<file path="config.mk">
export PLATFORM = sky130hd
export DESIGN_NAME = dds_phase_gen_flat
export DESIGN_NICKNAME = d
export VERILOG_FILES = /design/src/rtl/dds_pkg.sv /design/src/rtl/dds_phase_gen_if.sv /design/src/rtl/dds_quad_fold.sv /design/src/rtl/dds_phase_gen.sv /design/src/flat_wrapper.sv
export SDC_FILE = /design/constraint.sdc
export NUM_CORES = 1
export LEC_CHECK = 0
export CAP_MARGIN = 0
export CORE_ASPECT_RATIO = 1.1
export CORE_MARGIN = 5
export CORE_UTILIZATION = 52
export CTS_CLUSTER_DIAMETER = 80
export DETAILED_ROUTE_END_ITERATION = 8
export PLACE_DENSITY = 0.73
export SLEW_MARGIN = 5
export SYNTH_ARGS = -nofsm -noshare
export SYNTH_HDL_FRONTEND = slang
export SYNTH_SLANG_ARGS = --single-unit
</file>
<file path="constraint.sdc">
create_clock -name clk -period 9.2 [get_ports clk]
set_input_delay 0.92 -clock clk [delete_from_list [all_inputs] [get_ports clk]]
set_output_delay 0.92 -clock clk [all_outputs]
set_load 0.01 [all_outputs]
</file>
<file path="src/rtl/dds_pkg.sv">
// Shared defaults and quadrant encoding for the DDS phase generator.
// The helpers say which quadrants read the quarter-wave table backwards and which negate the sample.
package dds_pkg;

    localparam int PHASE_W_DEF = 32;
    localparam int ADDR_W_DEF  = 10;

    typedef enum logic [1:0] {
        Q0 = 2'b00,
        Q1 = 2'b01,
        Q2 = 2'b10,
        Q3 = 2'b11
    } quad_e;

    function automatic logic quad_mirror(input quad_e q);
        return (q == Q1) || (q == Q3);
    endfunction

    function automatic logic quad_negate(input quad_e q);
        return (q == Q2) || (q == Q3);
    endfunction

endpackage

</file>
<file path="src/rtl/dds_phase_gen_if.sv">
// Configuration handshake and sample output bundle of the DDS phase generator.
interface dds_phase_gen_if
    import dds_pkg::*;
#(
    parameter int PHASE_W = PHASE_W_DEF,
    parameter int ADDR_W  = ADDR_W_DEF
);
    logic               cfg_valid;
    logic               cfg_ready;
    logic [PHASE_W-1:0] fw_in;
    logic [PHASE_W-1:0] pw_in;
    logic               out_valid;
    logic [ADDR_W-1:0]  rom_addr;
    logic               neg;
    logic               wrap;

    modport master (
        output cfg_valid, fw_in, pw_in,
        input  cfg_ready, out_valid, rom_addr, neg, wrap
    );

    modport slave (
        input  cfg_valid, fw_in, pw_in,
        output cfg_ready, out_valid, rom_addr, neg, wrap
    );
endinterface

</file>
<file path="src/rtl/dds_quad_fold.sv">
// Output stage: folds a full phase word onto a quarter-wave table address and a negate flag.
// Data outputs hold between valid pulses, and a clear kills the sample currently entering.
module dds_quad_fold
    import dds_pkg::*;
#(
    parameter int PHASE_W = PHASE_W_DEF,
    parameter int ADDR_W  = ADDR_W_DEF
) (
    input  logic               clk,
    input  logic               rst_n,
    input  logic               clr_i,
    input  logic               valid_i,
    input  logic [PHASE_W-1:0] ph_i,
    input  logic               wrap_i,
    output logic               valid_o,
    output logic [ADDR_W-1:0]  addr_o,
    output logic               neg_o,
    output logic               wrap_o
);
    quad_e             quad;
    logic              mirror;
    logic              neg_d;
    logic [ADDR_W-1:0] idx;
    logic [ADDR_W-1:0] addr_d;
    logic              ph_unused;

    logic              valid_q;
    logic [ADDR_W-1:0] addr_q;
    logic              neg_q;
    logic              wrap_q;

    assign quad   = quad_e'(ph_i[PHASE_W-1 -: 2]);
    assign idx    = ph_i[PHASE_W-3 -: ADDR_W];
    assign mirror = quad_mirror(quad);
    assign neg_d  = quad_negate(quad);

    // Phase bits below the table resolution are deliberately discarded.
    assign ph_unused = &{1'b0, ph_i};

    genvar gi;
    generate
        for (gi = 0; gi < ADDR_W; gi++) begin : g_fold
            assign addr_d[gi] = idx[gi] ^ mirror;
        end
    endgenerate

    always_ff @(posedge clk or negedge rst_n) begin
        if (!rst_n) begin
            valid_q <= 1'b0;
            addr_q  <= '0;
            neg_q   <= 1'b0;
            wrap_q  <= 1'b0;
        end else begin
            valid_q <= valid_i && !clr_i;
            if (valid_i && !clr_i) begin
                addr_q <= addr_d;
                neg_q  <= neg_d;
                wrap_q <= wrap_i;
            end
        end
    end

    assign valid_o = valid_q;
    assign addr_o  = addr_q;
    assign neg_o   = neg_q;
    assign wrap_o  = wrap_q;

endmodule

</file>
<file path="src/rtl/dds_phase_gen.sv">
// DDS phase generator: ce-gated phase accumulator with double-buffered tuning/offset words,
// a phase-offset stage, and a quadrant fold stage driving a quarter-wave ROM address.
module dds_phase_gen
    import dds_pkg::*;
#(
    parameter int PHASE_W = PHASE_W_DEF,
    parameter int ADDR_W  = ADDR_W_DEF
) (
    input  logic         clk,
    input  logic         rst_n,
    input  logic         ce,
    input  logic         sync_clr,
    dds_phase_gen_if.slave bus
);
    logic [PHASE_W-1:0] acc_q,    acc_d;
    logic [PHASE_W-1:0] fw_act_q, fw_act_d;
    logic [PHASE_W-1:0] pw_act_q, pw_act_d;
    logic [PHASE_W-1:0] fw_sh_q,  fw_sh_d;
    logic [PHASE_W-1:0] pw_sh_q,  pw_sh_d;
    logic               pending_q, pending_d;
    logic               v1_q,     v1_d;
    logic               wrap1_q,  wrap1_d;
    logic [PHASE_W-1:0] ph_q,     ph_d;
    logic               v2_q,     v2_d;
    logic               wrap2_q,  wrap2_d;

    logic               hs;
    logic [PHASE_W-1:0] fw_use;
    logic [PHASE_W:0]   sum;

    assign hs     = bus.cfg_valid && !pending_q;
    assign fw_use = pending_q ? fw_sh_q : fw_act_q;
    assign sum    = {1'b0, acc_q} + {1'b0, fw_use};

    always_comb begin
        acc_d     = acc_q;
        fw_act_d  = fw_act_q;
        pw_act_d  = pw_act_q;
        fw_sh_d   = fw_sh_q;
        pw_sh_d   = pw_sh_q;
        pending_d = pending_q;
        v1_d      = 1'b0;
        wrap1_d   = wrap1_q;

        // A clear wins over ce and drops that sample, but leaves the configuration state alone.
        if (sync_clr) begin
            acc_d = '0;
        end else if (ce) begin
            acc_d   = sum[PHASE_W-1:0];
            wrap1_d = sum[PHASE_W];
            v1_d    = 1'b1;
            if (pending_q) begin
                fw_act_d  = fw_sh_q;
                pw_act_d  = pw_sh_q;
                pending_d = 1'b0;
            end
        end

        // Only possible while nothing is pending, so it never collides with the apply above.
        if (hs) begin
            fw_sh_d   = bus.fw_in;
            pw_sh_d   = bus.pw_in;
            pending_d = 1'b1;
        end
    end

    always_comb begin
        ph_d    = ph_q;
        wrap2_d = wrap2_q;
        v2_d    = v1_q && !sync_clr;
        if (v1_q) begin
            ph_d    = acc_q + pw_act_q;
            wrap2_d = wrap1_q;
        end
    end

    always_ff @(posedge clk or negedge rst_n) begin
        if (!rst_n) begin
            acc_q     <= '0;
            fw_act_q  <= '0;
            pw_act_q  <= '0;
            fw_sh_q   <= '0;
            pw_sh_q   <= '0;
            pending_q <= 1'b0;
            v1_q      <= 1'b0;
            wrap1_q   <= 1'b0;
            ph_q      <= '0;
            v2_q      <= 1'b0;
            wrap2_q   <= 1'b0;
        end else begin
            acc_q     <= acc_d;
            fw_act_q  <= fw_act_d;
            pw_act_q  <= pw_act_d;
            fw_sh_q   <= fw_sh_d;
            pw_sh_q   <= pw_sh_d;
            pending_q <= pending_d;
            v1_q      <= v1_d;
            wrap1_q   <= wrap1_d;
            ph_q      <= ph_d;
            v2_q      <= v2_d;
            wrap2_q   <= wrap2_d;
        end
    end

    assign bus.cfg_ready = !pending_q;

    dds_quad_fold #(
        .PHASE_W (PHASE_W),
        .ADDR_W  (ADDR_W)
    ) u_fold (
        .clk     (clk),
        .rst_n   (rst_n),
        .clr_i   (sync_clr),
        .valid_i (v2_q),
        .ph_i    (ph_q),
        .wrap_i  (wrap2_q),
        .valid_o (bus.out_valid),
        .addr_o  (bus.rom_addr),
        .neg_o   (bus.neg),
        .wrap_o  (bus.wrap)
    );

endmodule

</file>
<file path="src/flat_wrapper.sv">
// flat-port wrapper written by rule: the top's interface ports become plain ports
module dds_phase_gen_flat import dds_pkg::*;
#(
    parameter int PHASE_W = PHASE_W_DEF,
    parameter int ADDR_W  = ADDR_W_DEF
)
  (clk, rst_n, ce, sync_clr, bus_cfg_valid, bus_fw_in, bus_pw_in, bus_cfg_ready, bus_out_valid, bus_rom_addr, bus_neg, bus_wrap);
  dds_phase_gen_if #(.PHASE_W(PHASE_W), .ADDR_W(ADDR_W)) bus_i ();
  input  logic clk;
  input  logic rst_n;
  input  logic ce;
  input  logic sync_clr;
  input wire logic [$bits(bus_i.cfg_valid)-1:0] bus_cfg_valid;
  input wire logic [$bits(bus_i.fw_in)-1:0] bus_fw_in;
  input wire logic [$bits(bus_i.pw_in)-1:0] bus_pw_in;
  output wire logic [$bits(bus_i.cfg_ready)-1:0] bus_cfg_ready;
  output wire logic [$bits(bus_i.out_valid)-1:0] bus_out_valid;
  output wire logic [$bits(bus_i.rom_addr)-1:0] bus_rom_addr;
  output wire logic [$bits(bus_i.neg)-1:0] bus_neg;
  output wire logic [$bits(bus_i.wrap)-1:0] bus_wrap;
  assign bus_i.cfg_valid = bus_cfg_valid;
  assign bus_i.fw_in = bus_fw_in;
  assign bus_i.pw_in = bus_pw_in;
  assign bus_cfg_ready = bus_i.cfg_ready;
  assign bus_out_valid = bus_i.out_valid;
  assign bus_rom_addr = bus_i.rom_addr;
  assign bus_neg = bus_i.neg;
  assign bus_wrap = bus_i.wrap;
  dds_phase_gen #(.PHASE_W(PHASE_W), .ADDR_W(ADDR_W)) u_core (.clk(clk), .rst_n(rst_n), .ce(ce), .sync_clr(sync_clr), .bus(bus_i));
endmodule
</file>
==> PnR_summary.wiki <==
{| class="wikitable"
! Metric !! Value
|-
| Die H || ~160 um
|-
| Antenna-violating nets left || 0
|-
| Ant diodes || 0
|-
| Synthesized cell area || about 10000 um2
|-
| Count leader, synth || sky130_fd_sc_hd__dfrtp_1
|-
| Part of the power in combinational logic || 0.441
|-
| Critical path class || register to register
|-
| Clock slew at the register clock pins of the worst setup and hold paths || about 0.070 ns
|-
| Fraction of power consumed by the clock network || 0.201
|-
| Starting density of the core || 0.526
|-
| Class of the tightest hold or removal check || register to register
|-
| Clock sink count || 190
|-
| Buffer type at the clock tree root || sky130_fd_sc_hd__clkbuf_16
|-
| Synth async-reset ratio || 1.00
|-
| P_leak || roughly 5.3 nW
|-
| Buf/Inv on CP || 1
|-
| CP Capture Type || register
|-
| Status || complete, no violations
|-
| Flops & latches, synth || between 150 and 200
|-
| Portion of the clock cycle consumed by the worst path in the final layout || 0.458
|-
| Maximum ir drop on the vdd rail || ~0.16 mV
|-
| Number of instances in the placed design || approximately 1100
|-
| FF+latch area || 4750 um2
|-
| Headroom to the max-slew limit || 0.334
|-
| Row cnt || 53
|-
| Share of post-route cells with drive strength above 1 || 0.244
|-
| Clock network latency to the later pin of the worst-skew pair || about 0.43 ns
|-
| Largest net degree at the start of global routing || approximately 130
|-
| Power density over the cells || approximately 330 nW/um2
|-
| Count of vias placed by the detailed router || 6604
|-
| 1st-iter DRT viols || approximately 350
|-
| Setup repair after global routing missed its margin || no
|-
| Critical Path RT || 9.56 ns
|-
| Most common library cells after synthesis || 190 x sky130_fd_sc_hd__dfrtp_1, 171 x sky130_fd_sc_hd__mux2_2, 62 x sky130_fd_sc_hd__ha_1
|-
| Largest fanout on the critical path || 23
|-
| Number of vias per cell || 5.64
|-
| Number of antenna violations at the first check in global routing || 0
|-
| Area inside the core boundary || roughly 19000 um2
|-
| Mean instance size in the synthesized netlist || 11.9 um2
|-
| Cts bufs inserted || 17
|-
| Hold-fix buffer count after cts || 0
|-
| Number of nets in the finished design || approximately 1000
|-
| Kind of cell adding the most delay to the critical path || compound AO/OA/AOI/OAI gates
|-
| Width of the chip || 142 um
|-
| Final setup viols || 0
|-
| Highest Clock Rate || around 240 MHz
|-
| Clock tree from TritonCTS || done
|-
| Overall routing resource usage || 0.188
|-
| CP max-delay cell || sky130_fd_sc_hd__dfrtp_1
|-
| Layout Cells excl Fill || about 1200
|-
| Worst path cell trace || buf_4 -> mux2_2 -> ha_1 -> a21o_1 -> a21oi_1 -> o21a_1 -> o31a_1 -> o31ai_2 -> a31o_1 -> a31o_1 -> or4b_1 -> nand3_1
|-
| CP dominant cell by count || sky130_fd_sc_hd__a31o_1
|-
| Post-CTS Repair Setup Buffers || 0
|-
| Placer's final routability congestion estimate || roughly 0.9
|-
| H-tree levels || 4
|-
| Number of enable flip-flop cells after synthesis || 0
|-
| Most used flip-flop cell after synthesis || sky130_fd_sc_hd__dfrtp_1
|-
| Top layer in use || met4
|-
| Fraction of post-synthesis cell area in the top cell type by area || 0.475
|-
| Setup clock skew after layout || a little over 0.006 ns
|-
| Average wire per standard cell || 17.0 um
|-
| Switching power as a share of total power || 0.361
|-
| Routed met3 length || ~590 um
|-
| Number of optimization iterations in the first detailed-route pass || 4
|-
| Library cell with the largest summed area after synthesis || sky130_fd_sc_hd__dfrtp_1
|-
| Sequential group share of total power || 0.358
|-
| Power spent charging and discharging nets || ~1.4 mW
|-
| Number of library cell types mapped by synthesis || between 60 and 70
|-
| Arrival time worst endpoint || approximately 4.6 ns
|-
| Die footprint || approximately 22000 um2
|-
| Placed wire-length estimate || 14.3 mm
|-
| Total I/O pin count || 83
|-
| Yosys Warn Count || 0
|-
| Post-cts gate resize count || 0
|-
| Final-layout fill cell count || roughly 1600
|-
| Clock period minus worst slack || between 4 and 5 ns
|-
| Residual DRC || 0
|-
| First-pass GRT wire length || between 30 and 40 mm
|-
| Detailed-route wire length || roughly 20 mm
|-
| Element type at the critical path start || register
|-
| Leftover overflow at the end of global routing || 0
|-
| Total internal power || about 2.5 mW
|-
| Multi-input logic area || between 5000 and 6000 um2
|-
| Synthesized instance count || 840
|-
| Total met2 wirelength after detailed routing || 9.97 mm
|-
| Met1 layer wirelength in the final routing || between 8 and 9 mm
|-
| Synthesis-to-finish area growth || 16.7%
|-
| Largest cells by area after synthesis || sky130_fd_sc_hd__dfrtp_1 47%, sky130_fd_sc_hd__mux2_2 19%, sky130_fd_sc_hd__ha_1 7.7%
|-
| Slew at the pin closest to its max-slew limit || about 1 ns
|-
| Maximum buffer depth of the clock tree || 2
|-
| Number of port buffers || 82
|-
| Number of max-cap violations || 0
|-
| Peak per-stage delay on the critical path || between 0.7 and 0.8 ns
|-
| Slew Limit Fails || 0
|-
| Number of global-route vias before repair || roughly 6700
|-
| Total count of hold-check failures in the final report || 0
|-
| Setup TNS || 0 ns
|-
| Share of the yosys chip area belonging to registers || 0.475
|-
| Post-Synthesis Net Count || 972
|}
[power groups by stage]
stage	Sequential, mW	Clock (mW)	Combinational (mW)
finish	1.38	0.773	1.70
CTS	1.38	0.793	1.70
detailed placement	1.39	0	1.69
global route	1.41	0.824	1.90
floorplan	1.31	0	1.33
global placement	1.38	0	1.66
[final cells by class]
type | instances | share of cell area
clock buffer | 20 | 0.0399
sequential | 190 | 0.407
inverter | 15 | 0.00482
multi-input combinational | 599 | 0.434
tap | 247 | 0.0265
clock inverter | 12 | 0.0135
timing repair buffer | 88 | 0.0744
[cell families (layout without fill, tap and decap cells)]
kind of cell             count (synthesis)  count (layout)  share of synthesized area
flip-flops                             190             190                      0.475
multiplexers                           188             188                      0.209
AO/OA/AOI/OAI                          166             166                      0.112
AND/OR/NAND/NOR                        135             135                     0.0636
adder cells (fa/ha/maj)                 63              63                     0.0795
buffers and inverters                   51             135                     0.0199
XOR/XNOR                                47              47                     0.0411
[worst paths after layout]
kind	cells past startpoint	slack (ns)	startpoint	end
hold reg to reg	2	0.48	u_core.u_fold.addr_o[7]	u_core.u_fold.addr_o[7]
setup / recovery	12	4.98	u_core.pending_q	u_core.acc_q[30]
hold / removal	2	0.48	u_core.u_fold.addr_o[7]	u_core.u_fold.addr_o[7]
max in group asynchronous	2	7.19	rst_n	u_core.fw_act_q[18]
setup reg to reg	12	4.98	u_core.pending_q	u_core.acc_q[30]
min in group asynchronous	1	0.64	rst_n	u_core.pw_sh_q[31]
[worst reg2reg max path, delay by kind of cell, from the launching register on]
family / cells / cell delay [ns]
mux: 1 / 0.41
buf+inv: 1 / 0.43
simple gates: 2 / 0.56
compound gates: 7 / 1.60
fa+ha+maj: 1 / 0.37
flops: 1 / 0.77
[per-stage QoR]
stage / hold WS, ns / power [mW] / instance area (um2) / setup WS, ns / utilization
finish: 0.479 / 3.85 / 11700 / 4.98 / 0.614
global route: 0.501 / 4.14 / 11700 / 4.73 / 0.614
CTS: 0.485 / 3.88 / 11700 / 5.01 / 0.614
detailed placement: 0.470 / 3.08 / 11100 / 4.97 / 0.581
global placement: 0.461 / 3.04 / 11100 / 5.01 / 0.581
floorplan: 0.474 / 2.64 / 10000 / 5.57 / -
[routing by layer]
layer  up-vias  global-route usage
met5         -                   0
met4         0              0.0570
met3        19              0.0349
met2       100               0.322
met1      3282               0.243
li1       3203                   -
[layout by cell type, fill, tap and decap left out, types with 4 or more instances in the layout]
| cell type | Yosys | layout |
|---|---|---|
| sky130_fd_sc_hd__a211oi_1 | 5 | 5 |
| sky130_fd_sc_hd__a21o_1 | 27 | 27 |
| sky130_fd_sc_hd__a21oi_1 | 49 | 49 |
| sky130_fd_sc_hd__a22o_1 | 7 | 7 |
| sky130_fd_sc_hd__a31oi_1 | 6 | 6 |
| sky130_fd_sc_hd__and3_1 | 6 | 6 |
| sky130_fd_sc_hd__buf_4 | 0 | 6 |
| sky130_fd_sc_hd__clkbuf_16 | 0 | 17 |
| sky130_fd_sc_hd__clkbuf_8 | 0 | 4 |
| sky130_fd_sc_hd__clkdlybuf4s50_1 | 0 | 81 |
| sky130_fd_sc_hd__dfrtp_1 | 190 | 190 |
| sky130_fd_sc_hd__ha_1 | 62 | 62 |
| sky130_fd_sc_hd__inv_1 | 15 | 15 |
| sky130_fd_sc_hd__mux2_2 | 171 | 171 |
| sky130_fd_sc_hd__mux2i_1 | 17 | 17 |
| sky130_fd_sc_hd__nand2_1 | 35 | 34 |
| sky130_fd_sc_hd__nand2b_1 | 6 | 6 |
| sky130_fd_sc_hd__nand3_1 | 11 | 11 |
| sky130_fd_sc_hd__nand4_1 | 8 | 8 |
| sky130_fd_sc_hd__nor2_1 | 49 | 49 |
| sky130_fd_sc_hd__nor2b_1 | 6 | 5 |
| sky130_fd_sc_hd__o21a_1 | 4 | 4 |
| sky130_fd_sc_hd__o21ai_0 | 24 | 24 |
| sky130_fd_sc_hd__o21ai_1 | 7 | 7 |
| sky130_fd_sc_hd__o21bai_1 | 4 | 4 |
| sky130_fd_sc_hd__xnor2_1 | 30 | 30 |
| sky130_fd_sc_hd__xor2_1 | 17 | 17 |
[sequential cells by signal (all words and copies together), names as in the netlist]
name	cells
u_core.wrap2_q	1
u_core.pw_sh_q	32
u_core.pending_q	1
u_core.pw_act_q	32
u_core.u_fold.addr_o	10
u_core.fw_sh_q	32
u_core.fw_act_q	32
u_core.acc_q	32
u_core.wrap1_q	1
u_core.u_fold.valid_o	1
u_core.u_fold.wrap_o	1
u_core.v2_q	1
u_core.ph_q	12
u_core.v1_q	1
u_core.u_fold.neg_o	1
No activity file was read; power rests on OpenSTA's default activity.
